==> src/rtl/mc_ctrl_fsm.sv <==
// Multi-cycle MIPS control sequencer (IF/ID/EX/MEM/WB); optional retire counter under MC_CTRL_PERF_EN.
// Latency: R/I-type 4, lw 5, sw 4, branch/jump 3 cycles, plus 1 per memory wait cycle.
// Backpressure: memory states stall on MemRdy=0; after WAIT_MAX stalled cycles the sequencer traps to ILL.
module mc_ctrl_fsm #(
    parameter int WAIT_MAX = 15
) (
    input  logic       Clk,
    input  logic       Clrn,
    input  logic [5:0] Op,
    input  logic [5:0] Funct,
    input  logic       Z,
    input  logic       MemRdy,
    output logic       PCWr,
    output logic       IRWr,
    output logic       IorD,
    output logic       MemRd,
    output logic       MemWr,
    output logic       RegWr,
    output logic       RegDst,
    output logic       MemToReg,
    output logic       ALUSrcA,
    output logic [1:0] ALUSrcB,
    output logic       ExtOp,
    output logic [1:0] ALUOp,
    output logic [1:0] PCSrc,
    output logic [3:0] State,
    output logic       Halt
`ifdef MC_CTRL_PERF_EN
    ,
    output logic [31:0] InstRet
`endif
);

    typedef enum logic [3:0] {
        S_IF   = 4'd0,
        S_ID   = 4'd1,
        S_EXR  = 4'd2,
        S_EXI  = 4'd3,
        S_ADDR = 4'd4,
        S_MRD  = 4'd5,
        S_MWR  = 4'd6,
        S_WBR  = 4'd7,
        S_WBI  = 4'd8,
        S_WBL  = 4'd9,
        S_BR   = 4'd10,
        S_JMP  = 4'd11,
        S_ILL  = 4'd15
    } state_t;

    localparam logic [5:0] OP_RTYPE = 6'b000000;
    localparam logic [5:0] OP_J     = 6'b000010;
    localparam logic [5:0] OP_BEQ   = 6'b000100;
    localparam logic [5:0] OP_BNE   = 6'b000101;
    localparam logic [5:0] OP_ADDI  = 6'b001000;
    localparam logic [5:0] OP_ORI   = 6'b001101;
    localparam logic [5:0] OP_LW    = 6'b100011;
    localparam logic [5:0] OP_SW    = 6'b101011;

    localparam logic [5:0] FN_ADD = 6'b100000;
    localparam logic [5:0] FN_SUB = 6'b100010;
    localparam logic [5:0] FN_AND = 6'b100100;
    localparam logic [5:0] FN_OR  = 6'b100101;
    localparam logic [5:0] FN_SLT = 6'b101010;

    localparam logic [1:0] ALU_ADD = 2'b00;
    localparam logic [1:0] ALU_SUB = 2'b01;
    localparam logic [1:0] ALU_FN  = 2'b10;
    localparam logic [1:0] ALU_OR  = 2'b11;

    localparam logic [7:0] LP_WAIT_LAST = 8'(WAIT_MAX - 1);

    state_t     r_state;
    state_t     w_next;
    logic [7:0] r_wait;
    logic [7:0] w_wait_nxt;
    logic       w_mem_state;

    logic       w_pcwr, w_irwr, w_iord, w_memrd, w_memwr;
    logic       w_regwr, w_regdst, w_memtoreg, w_alusrca, w_extop, w_halt;
    logic [1:0] w_alusrcb, w_aluop, w_pcsrc;

    always_ff @(posedge Clk or negedge Clrn) begin
        if (!Clrn) begin
            r_state <= S_IF;
            r_wait  <= '0;
        end else begin
            r_state <= w_next;
            r_wait  <= w_wait_nxt;
        end
    end

    always_comb begin
        w_next      = r_state;
        w_mem_state = 1'b0;
        w_pcwr      = 1'b0;
        w_irwr      = 1'b0;
        w_iord      = 1'b0;
        w_memrd     = 1'b0;
        w_memwr     = 1'b0;
        w_regwr     = 1'b0;
        w_regdst    = 1'b0;
        w_memtoreg  = 1'b0;
        w_alusrca   = 1'b0;
        w_alusrcb   = 2'b00;
        w_extop     = 1'b1;
        w_aluop     = ALU_ADD;
        w_pcsrc     = 2'b00;
        w_halt      = 1'b0;

        case (r_state)
            S_IF: begin
                w_mem_state = 1'b1;
                w_memrd     = 1'b1;
                w_alusrcb   = 2'b01;
                if (MemRdy) begin
                    w_irwr = 1'b1;
                    w_pcwr = 1'b1;
                    w_next = S_ID;
                end
            end
            S_ID: begin
                // Branch target is computed here so BR can take it from ALUOut.
                w_alusrcb = 2'b11;
                case (Op)
                    OP_RTYPE: begin
                        case (Funct)
                            FN_ADD, FN_SUB, FN_AND, FN_OR, FN_SLT: w_next = S_EXR;
                            default:                               w_next = S_ILL;
                        endcase
                    end
                    OP_ADDI, OP_ORI: w_next = S_EXI;
                    OP_LW, OP_SW:    w_next = S_ADDR;
                    OP_BEQ, OP_BNE:  w_next = S_BR;
                    OP_J:            w_next = S_JMP;
                    default:         w_next = S_ILL;
                endcase
            end
            S_EXR: begin
                w_alusrca = 1'b1;
                w_aluop   = ALU_FN;
                w_next    = S_WBR;
            end
            S_EXI: begin
                w_alusrca = 1'b1;
                w_alusrcb = 2'b10;
                if (Op == OP_ORI) begin
                    w_aluop = ALU_OR;
                    w_extop = 1'b0;
                end
                w_next = S_WBI;
            end
            S_ADDR: begin
                w_alusrca = 1'b1;
                w_alusrcb = 2'b10;
                if (Op == OP_SW)
                    w_next = S_MWR;
                else if (Op == OP_LW)
                    w_next = S_MRD;
                else
                    w_next = S_ILL;
            end
            S_MRD: begin
                w_mem_state = 1'b1;
                w_memrd     = 1'b1;
                w_iord      = 1'b1;
                if (MemRdy)
                    w_next = S_WBL;
            end
            S_MWR: begin
                w_mem_state = 1'b1;
                w_memwr     = 1'b1;
                w_iord      = 1'b1;
                if (MemRdy)
                    w_next = S_IF;
            end
            S_WBR: begin
                w_regwr  = 1'b1;
                w_regdst = 1'b1;
                w_next   = S_IF;
            end
            S_WBI: begin
                w_regwr = 1'b1;
                w_next  = S_IF;
            end
            S_WBL: begin
                w_regwr    = 1'b1;
                w_memtoreg = 1'b1;
                w_next     = S_IF;
            end
            S_BR: begin
                w_alusrca = 1'b1;
                w_aluop   = ALU_SUB;
                w_pcsrc   = 2'b01;
                w_pcwr    = Z ^ (Op == OP_BNE);
                w_next    = S_IF;
            end
            S_JMP: begin
                w_pcsrc = 2'b10;
                w_pcwr  = 1'b1;
                w_next  = S_IF;
            end
            S_ILL: begin
                w_halt = 1'b1;
                w_next = S_ILL;
            end
            default: w_next = S_ILL;
        endcase

        // A ready in the last allowed cycle still completes; only a missing one traps.
        if (w_mem_state && !MemRdy && (r_wait == LP_WAIT_LAST))
            w_next = S_ILL;

        // Counting only while parked in the same memory state; entry or ready restarts at zero.
        if (w_mem_state && !MemRdy && (w_next == r_state))
            w_wait_nxt = r_wait + 8'd1;
        else
            w_wait_nxt = '0;
    end

    // Reset overrides the state decode so no request or enable leaks out while Clrn is low.
    assign PCWr     = Clrn & w_pcwr;
    assign IRWr     = Clrn & w_irwr;
    assign IorD     = Clrn & w_iord;
    assign MemRd    = Clrn & w_memrd;
    assign MemWr    = Clrn & w_memwr;
    assign RegWr    = Clrn & w_regwr;
    assign RegDst   = Clrn & w_regdst;
    assign MemToReg = Clrn & w_memtoreg;
    assign ALUSrcA  = Clrn & w_alusrca;
    assign ALUSrcB  = Clrn ? w_alusrcb : 2'b00;
    assign ExtOp    = Clrn & w_extop;
    assign ALUOp    = Clrn ? w_aluop : 2'b00;
    assign PCSrc    = Clrn ? w_pcsrc : 2'b00;
    assign State    = Clrn ? r_state : 4'd0;
    assign Halt     = Clrn & w_halt;

`ifdef MC_CTRL_PERF_EN
    logic [31:0] r_instret;
    logic        w_retire;

    always_comb begin
        w_retire = 1'b0;
        case (r_state)
            S_WBR, S_WBI, S_WBL, S_BR, S_JMP: w_retire = 1'b1;
            S_MWR:                            w_retire = MemRdy;
            default:                          w_retire = 1'b0;
        endcase
    end

    always_ff @(posedge Clk or negedge Clrn) begin
        if (!Clrn)
            r_instret <= '0;
        else if (w_retire)
            r_instret <= r_instret + 32'd1;
    end

    assign InstRet = r_instret;
`endif

endmodule
==> config.mk <==
export PLATFORM = sky130hd
export DESIGN_NAME = mc_ctrl_fsm
export DESIGN_NICKNAME = d
export VERILOG_FILES = /design/src/rtl/mc_ctrl_fsm.sv
export SDC_FILE = /design/constraint.sdc
export NUM_CORES = 1
export LEC_CHECK = 0
export CAP_MARGIN = 0
export CORE_ASPECT_RATIO = 0.9
export CORE_UTILIZATION = 33
export DETAILED_ROUTE_END_ITERATION = 7
export GPL_TIMING_DRIVEN = 0
export SLEW_MARGIN = 20
export SYNTH_ARGS = -nofsm -noshare
export SYNTH_HDL_FRONTEND = slang
export SYNTH_SLANG_ARGS = --single-unit
==> constraint.sdc <==
create_clock -name Clk -period 4.4 [get_ports Clk]
set_clock_uncertainty 0.15 [all_clocks]
set_input_delay 0.88 -clock Clk [delete_from_list [all_inputs] [get_ports Clk]]
set_output_delay 0.88 -clock Clk [all_outputs]
set_load 0.01 [all_outputs]
Word-level counts from Yosys, hierarchy flattened
Cells that the tools add are included.

$add $sub $neg: 1. Muxes and demuxes: 32. Bitwise gates (word level): 12. Equal/unequal tests: 26. Reduce and logical (&&, ||, !) cells: 17.

Operators with widths (count): $eq 6x6->1 const B (7); $mux 4 (8); $pmux 4 s8 (1); $eq 4x4->1 const B (5); $pmux 4 s5 (1); $eq 4x3->1 const B (4); $mux 1 (13); $eq 6x3->1 const B (2); $eq 6x4->1 const B (2); $pmux 2 s3 (2); $reduce_or 2->1 (6); $and 1x1->1 (11); $reduce_or 5->1 (2); $add 8x1->8 const B (1); $eq 4x2->1 const B (2); $eq 8x4->1 const B (1); $mux 2 (4); $mux 8 (1); $eq 6x2->1 const B (1); $logic_not 6->1 (1); $reduce_or 3->1 (2); $eq 4x1->1 const B (1); $eq 4x4->1 (1); $logic_not 4->1 (1); other kinds (6) (8).

Output and inout bits: 21. Register bits: 12.

Logic depth before layout (Yosys ltp)
Gate-level depths: netlist of run 1.

Depth after elaboration: 9. Gate-level depth with buffers: 7. Depth with buffers taken out: 7.

Worst setup path before layout of run 1
OpenSTA, ideal clock, no wires.

Path type: in2out. Start: input port Op[3]. End: output port ALUOp[1]. Buffers on the path: 1. Data arrival time: 2191 ps. Slack: 1179 ps. Data required time: 3370 ps. Cell stages on the path: 4. Cell sequence: clkbuf_1 -> nor4b_1 -> nand4_1 -> a2111oi_0.

Longest elaborated chain between the ends: 4.

RTL lines: start, declared (RTL line 9) `input logic [5:0] Op,`; $eq 6x4->1 (RTL line 146) `if (Op == OP_ORI) begin`; $mux 2 (RTL line 146); $pmux 2 s3 (RTL line 110) `case (r_state)`; $mux 2 (RTL line 232) `assign ALUOp = Clrn ? w_aluop : 2'b00;`; end, declared (RTL line 24) `output logic [1:0] ALUOp,`.

Every way passes these cells.

Final worst setup path of run 1
Start: input port Op[2]. End: output port ALUOp[1].

Same word-level chain as after synthesis.

==> impl_results.md, run 1 <==
- Outcome: complete, no violations
- Top_reg_cell synth: dfrtp_1
- Synth area leader: dfrtp_1
- Worst min-delay path class: flip-flop to flip-flop
- ANT cells: 0
- Die H: 60.2 um
- Synth area leaders: dfrtp_1, nor2_1, nand2_1, nor3_1, xor2_1
- Layout cells sized above 1: 0.100
- Crit Path Class: input port to primary output
- R2r setup slk: 2.25 ns
- Hold Vio Cnt, Final: 0
- Yosys reg bits: 12
- GPL Wtd Cong: 0.894
- Die Area: 0.00401 sq mm
- Post-Syn Area: 0.00124 sq mm
- Leakage: 0.619 nW
- Total of max-cap violations: 0
- Drt drc: 0
- Via count: 1326
- Sequential cell area fraction in the yosys report: 0.242
- Iteration-0 DRC Markers: between 70 and 80
- CTS Buf Count: 3
- Mean Syn Cell Area: about 7.7 sq um
- Yosys top cell area share: 0.242
- Yosys cell types: 45
- Row cnt: 20
- CTS tree: built
- Worst EP arrival: around 3.0 ns
- Layout Area Growth over Synthesis: 36.5%
- Vias in the first global route: 1209
- Share of the clock period used by the worst path: 0.922
- Crit Path Max Fanout: 7
- Mapped Cells: 162
- Initial Util: 0.357
- Slew @ Worst Pin: about 0.66 ns
- Avg WL per Cell: 13.2 um
- DRT Pass-1 Iters: 4
- Die W: 66.7 um
- Antenna-violating nets left: 0
- # nets final: 219
- Number of buffers added on ports: 34
- CTS max path bufs: 2
- FF-to-FF path depth: 7
- Type of origin of the critical path: input port
- TNS Setup: 0 ns
- Most frequent cell after synthesis: nor2_1
- Ys Warns: 0
- Final hold slack: approximately 0.40 ns
- Setup crit end kind: primary output
- Synth async-reset ratio: 1.00
- Clock-pin transition on the worst setup and hold timing paths: approximately 0.050 ns
- Global-route wire length before repair: 5430 um
- Vias/cell: approximately 5.4
- Crit Reg-Reg Startpoint: r_state[2]
- Overall power: 0.000273 W
- FMAX: 246 MHz
- Fin. max-slew vios: 0
- Hold endpoint: r_wait[0]
- Fillers: 336
- Clock Latency Late Sink: 0.24 ns
- Hold Crit Start: r_wait[0]
- Number of enable flip-flop cells after synthesis: 0
- CTS Sinks: 12
- Tot GR Track Use: 0.175
- Reg2Reg Capture Point: r_wait[2]
- Synthesized Nets: 180
- CTS root buffer: clkbuf_8
- Post-synth top cells: nor2_1, nand2_1, dfrtp_1
- RSZ-0062 raised after global routing: no
- DP Wirelength: 2540 um
- Setup-failing EPs final: 0
- IO Count: 37
- Slew HR: 0.557
- Final WL: 3230 um
- Hold path depth: 1
- Core area: 0.00348 sq mm
- Grt ovf: 0
- Power per cell area: 161 mW/mm^2
- Initial antenna violation count: 0
- Post-layout min period: just over 4 ns
- Worst VDD drop: 0.000131 V
- Largest net degree at the start of global routing: 16
- Final Util: 0.487
- Worst path required time: 3.37 ns
- # H-tree levels: 1
-- flip-flops by register name, indices dropped and copies added (netlist names) --
signal and cells:
r_wait 8, r_state 4
-- cell families (layout without fill, tap and decap cells) --
group	after synthesis	in the layout	share of synthesized area
XOR/XNOR	8	8	0.0624
adder cells (fa/ha/maj)	2	2	0.0201
multiplexers	3	3	0.0272
flip-flops	12	12	0.242
AND/OR/NAND/NOR	87	87	0.370
AO/OA/AOI/OAI	34	34	0.218
buffers and inverters	16	54	0.0614
-- cell usage in the layout (no fill, tap or decap), types with 3 or more instances in the layout --
master,count
nand4_1,4
nor2b_1,4
clkdlybuf4s50_1,33
nor2_1,25
and2_1,6
nand3_1,5
o21ai_0,7
and3_1,3
nor4_1,5
dfrtp_1,12
mux2_2,3
nor3_1,10
inv_1,4
clkbuf_1,5
buf_2,3
a21oi_1,7
clkbuf_8,4
nand2_1,14
nand4b_1,3
xor2_1,5
-- critical path: stages --
cell and delay, ns:
clkdlybuf4s50_1 0.59, nor2b_1 0.24, nand4_1 0.19, a2111oi_0 0.51, clkdlybuf4s50_1 0.62
-- through the flow --
stage / instance area [sq um] / instances / setup slack [ns]
4_1_cts: 1690 / 244 / 0.0814
3_3_place_gp: 1640 / 240 / 0.0998
6_report: 1700 / 244 / 0.343
3_5_place_dp: 1640 / 240 / 0.0882
2_1_floorplan: 1240 / 162 / 1.18
5_1_grt: 1700 / 244 / 0.276
-- how the worst max path moves through the flow --
| stage | endpoint | depth (start not counted) | startpoint |
|---|---|---|---|
| after detailed placement | MemRd | 5 | Clrn |
| after floorplan | ALUOp[1] | 4 | Op[3] |
| after CTS | MemRd | 5 | Clrn |
| final | ALUOp[1] | 5 | Op[2] |
| after global routing | ALUOp[1] | 5 | Op[2] |
| after global placement | MemRd | 5 | Clrn |
-- area by class of cell --
type                    count  area, sq um  share of cell area
plain buffers              11         57.6              0.0339
clock buffers               4         55.1              0.0325
inverters                   5         18.8              0.0111
multi-input cells         134          866               0.511
flip-flops and latches     12          300               0.177
well taps                  44         55.1              0.0325
repair buffers             34          343               0.202
-- power by group --
part / internal [W] / switching [W]
clock network: 0.0000788 / 0.0000380
logic: 0.0000239 / 0.0000212
registers: 0.000111 / 0
total: 0.000213 / 0.0000592
-- routing by layer --
layer,vias to the layer above,global-route usage,routed length [um]
met5,-,0,0
met4,0,0.0334,11
met3,2,0.0382,167
met2,37,0.266,1470
met1,620,0.253,1580
li1,667,-,-
-- repair_timing --
action / CTS / global route
hold endpoints to repair: 0 / 0
hold buffers: 0 / 0
resized for setup: 0 / 1
endpoints found under the setup margin: 0 / 1
buffers inserted: 0 / 0
No activity file was read; power rests on OpenSTA's default activity.
==> inputs of run 2 (changes only) <==
--- a/config.mk
+++ b/config.mk
@@ -10,6 +10,8 @@
 export CORE_UTILIZATION = 33
 export DETAILED_ROUTE_END_ITERATION = 7
 export GPL_TIMING_DRIVEN = 0
+export MAX_ROUTING_LAYER = met4
+export SETUP_SLACK_MARGIN = 0.3
 export SLEW_MARGIN = 20
 export SYNTH_ARGS = -nofsm -noshare
 export SYNTH_HDL_FRONTEND = slang
==> run 2 against run 1 <==
Compared with the run above:
- critical path depth unchanged
- count of clock-buffer cells in the layout unchanged
- fmax up 1.1%
- register-to-register slack about the same
- global-route usage up 0.56 points
- sequential share of layout area up 0.066 points
- largest power group unchanged
- clock power about the same
- die area unchanged
==> impl_results.md, run 2 (synthesis gave the netlist of run 1 again) <==
- Share of the clock period used by the worst path: 0.912 (was 0.922)
- Via count: 1335 (was 1326)
- Global-route wire length before repair: 5430 um (unchanged)
- DRT Pass-1 Iters: 4 (unchanged)
- Worst min-delay path class: input port to asynchronous set/reset pin (was flip-flop to flip-flop)
- Seq pwr share: 0.407 (was 0.406)
- Placement Cell Area: 0.00164 sq mm (unchanged)
- Total of max-cap violations: 0 (unchanged)
- Slew @ Worst Pin: 0.461 ns (was 0.663 ns)
- Outcome: complete, no violations (unchanged)
- Worst slack, placed: 0.0882 ns (unchanged)
- Final hold slack: 0.392 ns (was 0.399 ns)
- Commonest non-fill, non-tap cell in the layout: clkdlybuf4s50_1 (unchanged)
- Power per cell area: 161 mW/mm^2 (about the same)
- Worst VDD drop: 0.000132 V (was 0.000131 V)
- CP max stage cell: clkdlybuf4s50_1 (unchanged)
- Worst path required time: 3.37 ns (about the same)
- Commonest cells after routing, fill and taps aside: clkdlybuf4s50_1, nor2_1, nand2_1, dfrtp_1, nor3_1 (unchanged)
- CP cell instances: clkdlybuf4s50_1 > nor2b_1 > nand4_1 > a2111oi_1 > clkdlybuf4s50_1 (was clkdlybuf4s50_1 > nor2b_1 > nand4_1 > a2111oi_0 > clkdlybuf4s50_1)
- Switch share: 0.217 (about the same)
- Crit Path Max Fanout: 7 (unchanged)
- CTS tree: built (unchanged)
- Int Power: 0.000213 W (about the same)
- Number of buffers added on ports: 34 (unchanged)
- Post-layout min period: 4.01 ns (was 4.06 ns)
- Largest register FFs: 8 (unchanged)
- R2r setup slk: 2.24 ns (was 2.25 ns)
- Iteration-0 DRC Markers: 62 (was 76)
- Crit Path Class: input port to primary output (unchanged)
- FMAX: 249 MHz (was 246 MHz)
- Hold Vio Cnt, Final: 0 (unchanged)
- Slew HR: 0.692 (was 0.557)
- CTS root buffer: clkbuf_8 (unchanged)
- Die W: 66.7 um (unchanged)
- # H-tree levels: 1 (unchanged)
- Type of origin of the critical path: input port (unchanged)
- CTS Buf Count: 3 (unchanged)
- Die Area: 0.00401 sq mm (unchanged)
- Clock-pin transition on the worst setup and hold timing paths: 0.05 ns (about the same)
- Final WS setup: 0.385 ns (was 0.343 ns)
- DP Wirelength: 2540 um (unchanged)
- Fin cells: 244 (unchanged)
- Largest regs: r_wait (8), r_state (4) (unchanged)
- TNS Setup: 0 ns (unchanged)
- Grt ovf: 0 (unchanged)
- Top reg by flops: r_wait (unchanged)
- Core area: 0.00348 sq mm (unchanged)
- Layout cells sized above 1: 0.105 (was 0.100)
- CTS Sinks: 12 (unchanged)
- GPL Wtd Cong: 0.909 (was 0.894)
- Crit Reg-Reg Startpoint: r_state[2] (unchanged)
- WP buf/inv: 2 (unchanged)
- Worst EP arrival: 2.98 ns (was 3.03 ns)
- Setup bufs post-CTS: 0 (unchanged)
- Net Switching: 0.0000591 W (was 0.0000592 W)
- Antenna-violating nets left: 0 (unchanged)
- Final WL: 3240 um (was 3230 um)
- Setup-failing EPs final: 0 (unchanged)
- Gate power share: 0.164 (was 0.165)
- Initial Util: 0.357 (unchanged)
- # placed instances: 240 (unchanged)
- Critical path's most frequent cell: clkdlybuf4s50_1 (unchanged)
- Tot GR Track Use: 0.181 (was 0.175)
- Row cnt: 20 (unchanged)
- Fillers: 337 (was 336)
- Leakage: 0.610 nW (was 0.619 nW)
- Drt drc: 0 (unchanged)
- Die H: 60.2 um (unchanged)
- Worst Setup SP: Op[2] (unchanged)
- Largest net degree at the start of global routing: 16 (unchanged)
- Initial antenna violation count: 0 (unchanged)
- Setup crit end kind: primary output (unchanged)
- Clock Latency Late Sink: 0.24 ns (about the same)
- IO Count: 37 (unchanged)
- Final Cell Area: 0.00169 sq mm (was 0.00170 sq mm)
- Layout Area Growth over Synthesis: 36.0% (was 36.5%)
- ANT cells: 0 (unchanged)
- Clk pwr share: 0.429 (about the same)
- CP top delay family: buffers and inverters (unchanged)
- Fin. max-slew vios: 0 (unchanged)
- # nets final: 219 (unchanged)
- Avg WL per Cell: 13.3 um (was 13.2 um)
- Vias/cell: 5.47 (was 5.43)
- CTS max path bufs: 2 (unchanged)
- Vias in the first global route: 1209 (unchanged)
- RSZ-0062 raised after global routing: no (unchanged)
- CP max stage delay: 0.61 ns (was 0.62 ns)
==> run 2: changes by cell type in the layout (fill, tap and decap cells not counted) <==
cell            previous run  this run
dlymetal6s2s_1             1         0
a2111oi_0                  2         1
clkbuf_2                   1         2
a2111oi_1                  0         1
==> run 2: repair_timing <==
action                                  in CTS  in global routing
gates cloned                                 0                  0
endpoints found under the setup margin       5                  3
hold buffers                                 0                  0
gates resized for setup                      1                  3
hold endpoints to repair                     0                  0
==> run 2: layout make-up <==
class	instances	area, sq um	area share
flip-flops and latches	12	300	0.178
repair buffers	34	335	0.199
multi-input cells	134	867	0.513
well taps	44	55.1	0.0326
plain buffers	11	57.6	0.0341
inverters	5	18.8	0.0111
clock buffers	4	55.1	0.0326
==> run 2: final timing paths <==
path                             endpoint  cells after the start
worst max-delay path             ALUOp[1]                      5
worst min-delay path            r_wait[2]                      1
worst max register to register  r_wait[2]                      7
worst min register to register  r_wait[0]                      1
max in group asynchronous       r_wait[6]                      1
min in group Clk                r_wait[0]                      1
==> run 2: power by group through the flow <==
| stage | sequential, W | clock, W | combinational [W] |
|---|---|---|---|
| 2_1_floorplan | 0.000112 | 0 | 0.0000189 |
| 3_3_place_gp | 0.000112 | 0 | 0.0000440 |
| 3_5_place_dp | 0.000112 | 0 | 0.0000448 |
| 4_1_cts | 0.000111 | 0.000120 | 0.0000447 |
| 5_1_grt | 0.000110 | 0.000129 | 0.0000489 |
| 6_report | 0.000111 | 0.000117 | 0.0000446 |
==> run 2: layer usage <==
metal,wire length (um),track usage
met1,1570,0.254
met3,205,0.0382
met5,0,-
met2,1450,0.266
met4,11,0.0334
==> run 2: metrics by stage <==
stage,power (W),util
floorplan,0.000131,-
global placement,0.000156,0.471
detailed placement,0.000157,0.471
CTS,0.000276,0.486
global route,0.000288,0.486
finish,0.000272,0.486
==> run 2: worst reg2reg max path, cell delays in order, from the launching register on <==
cell	delay [ns]
dfrtp_1	0.35
buf_4	0.16
xnor2_2	0.14
a22oi_4	0.32
o221a_4	0.28
a31o_1	0.15
o311ai_2	0.16
nor4_1	0.33
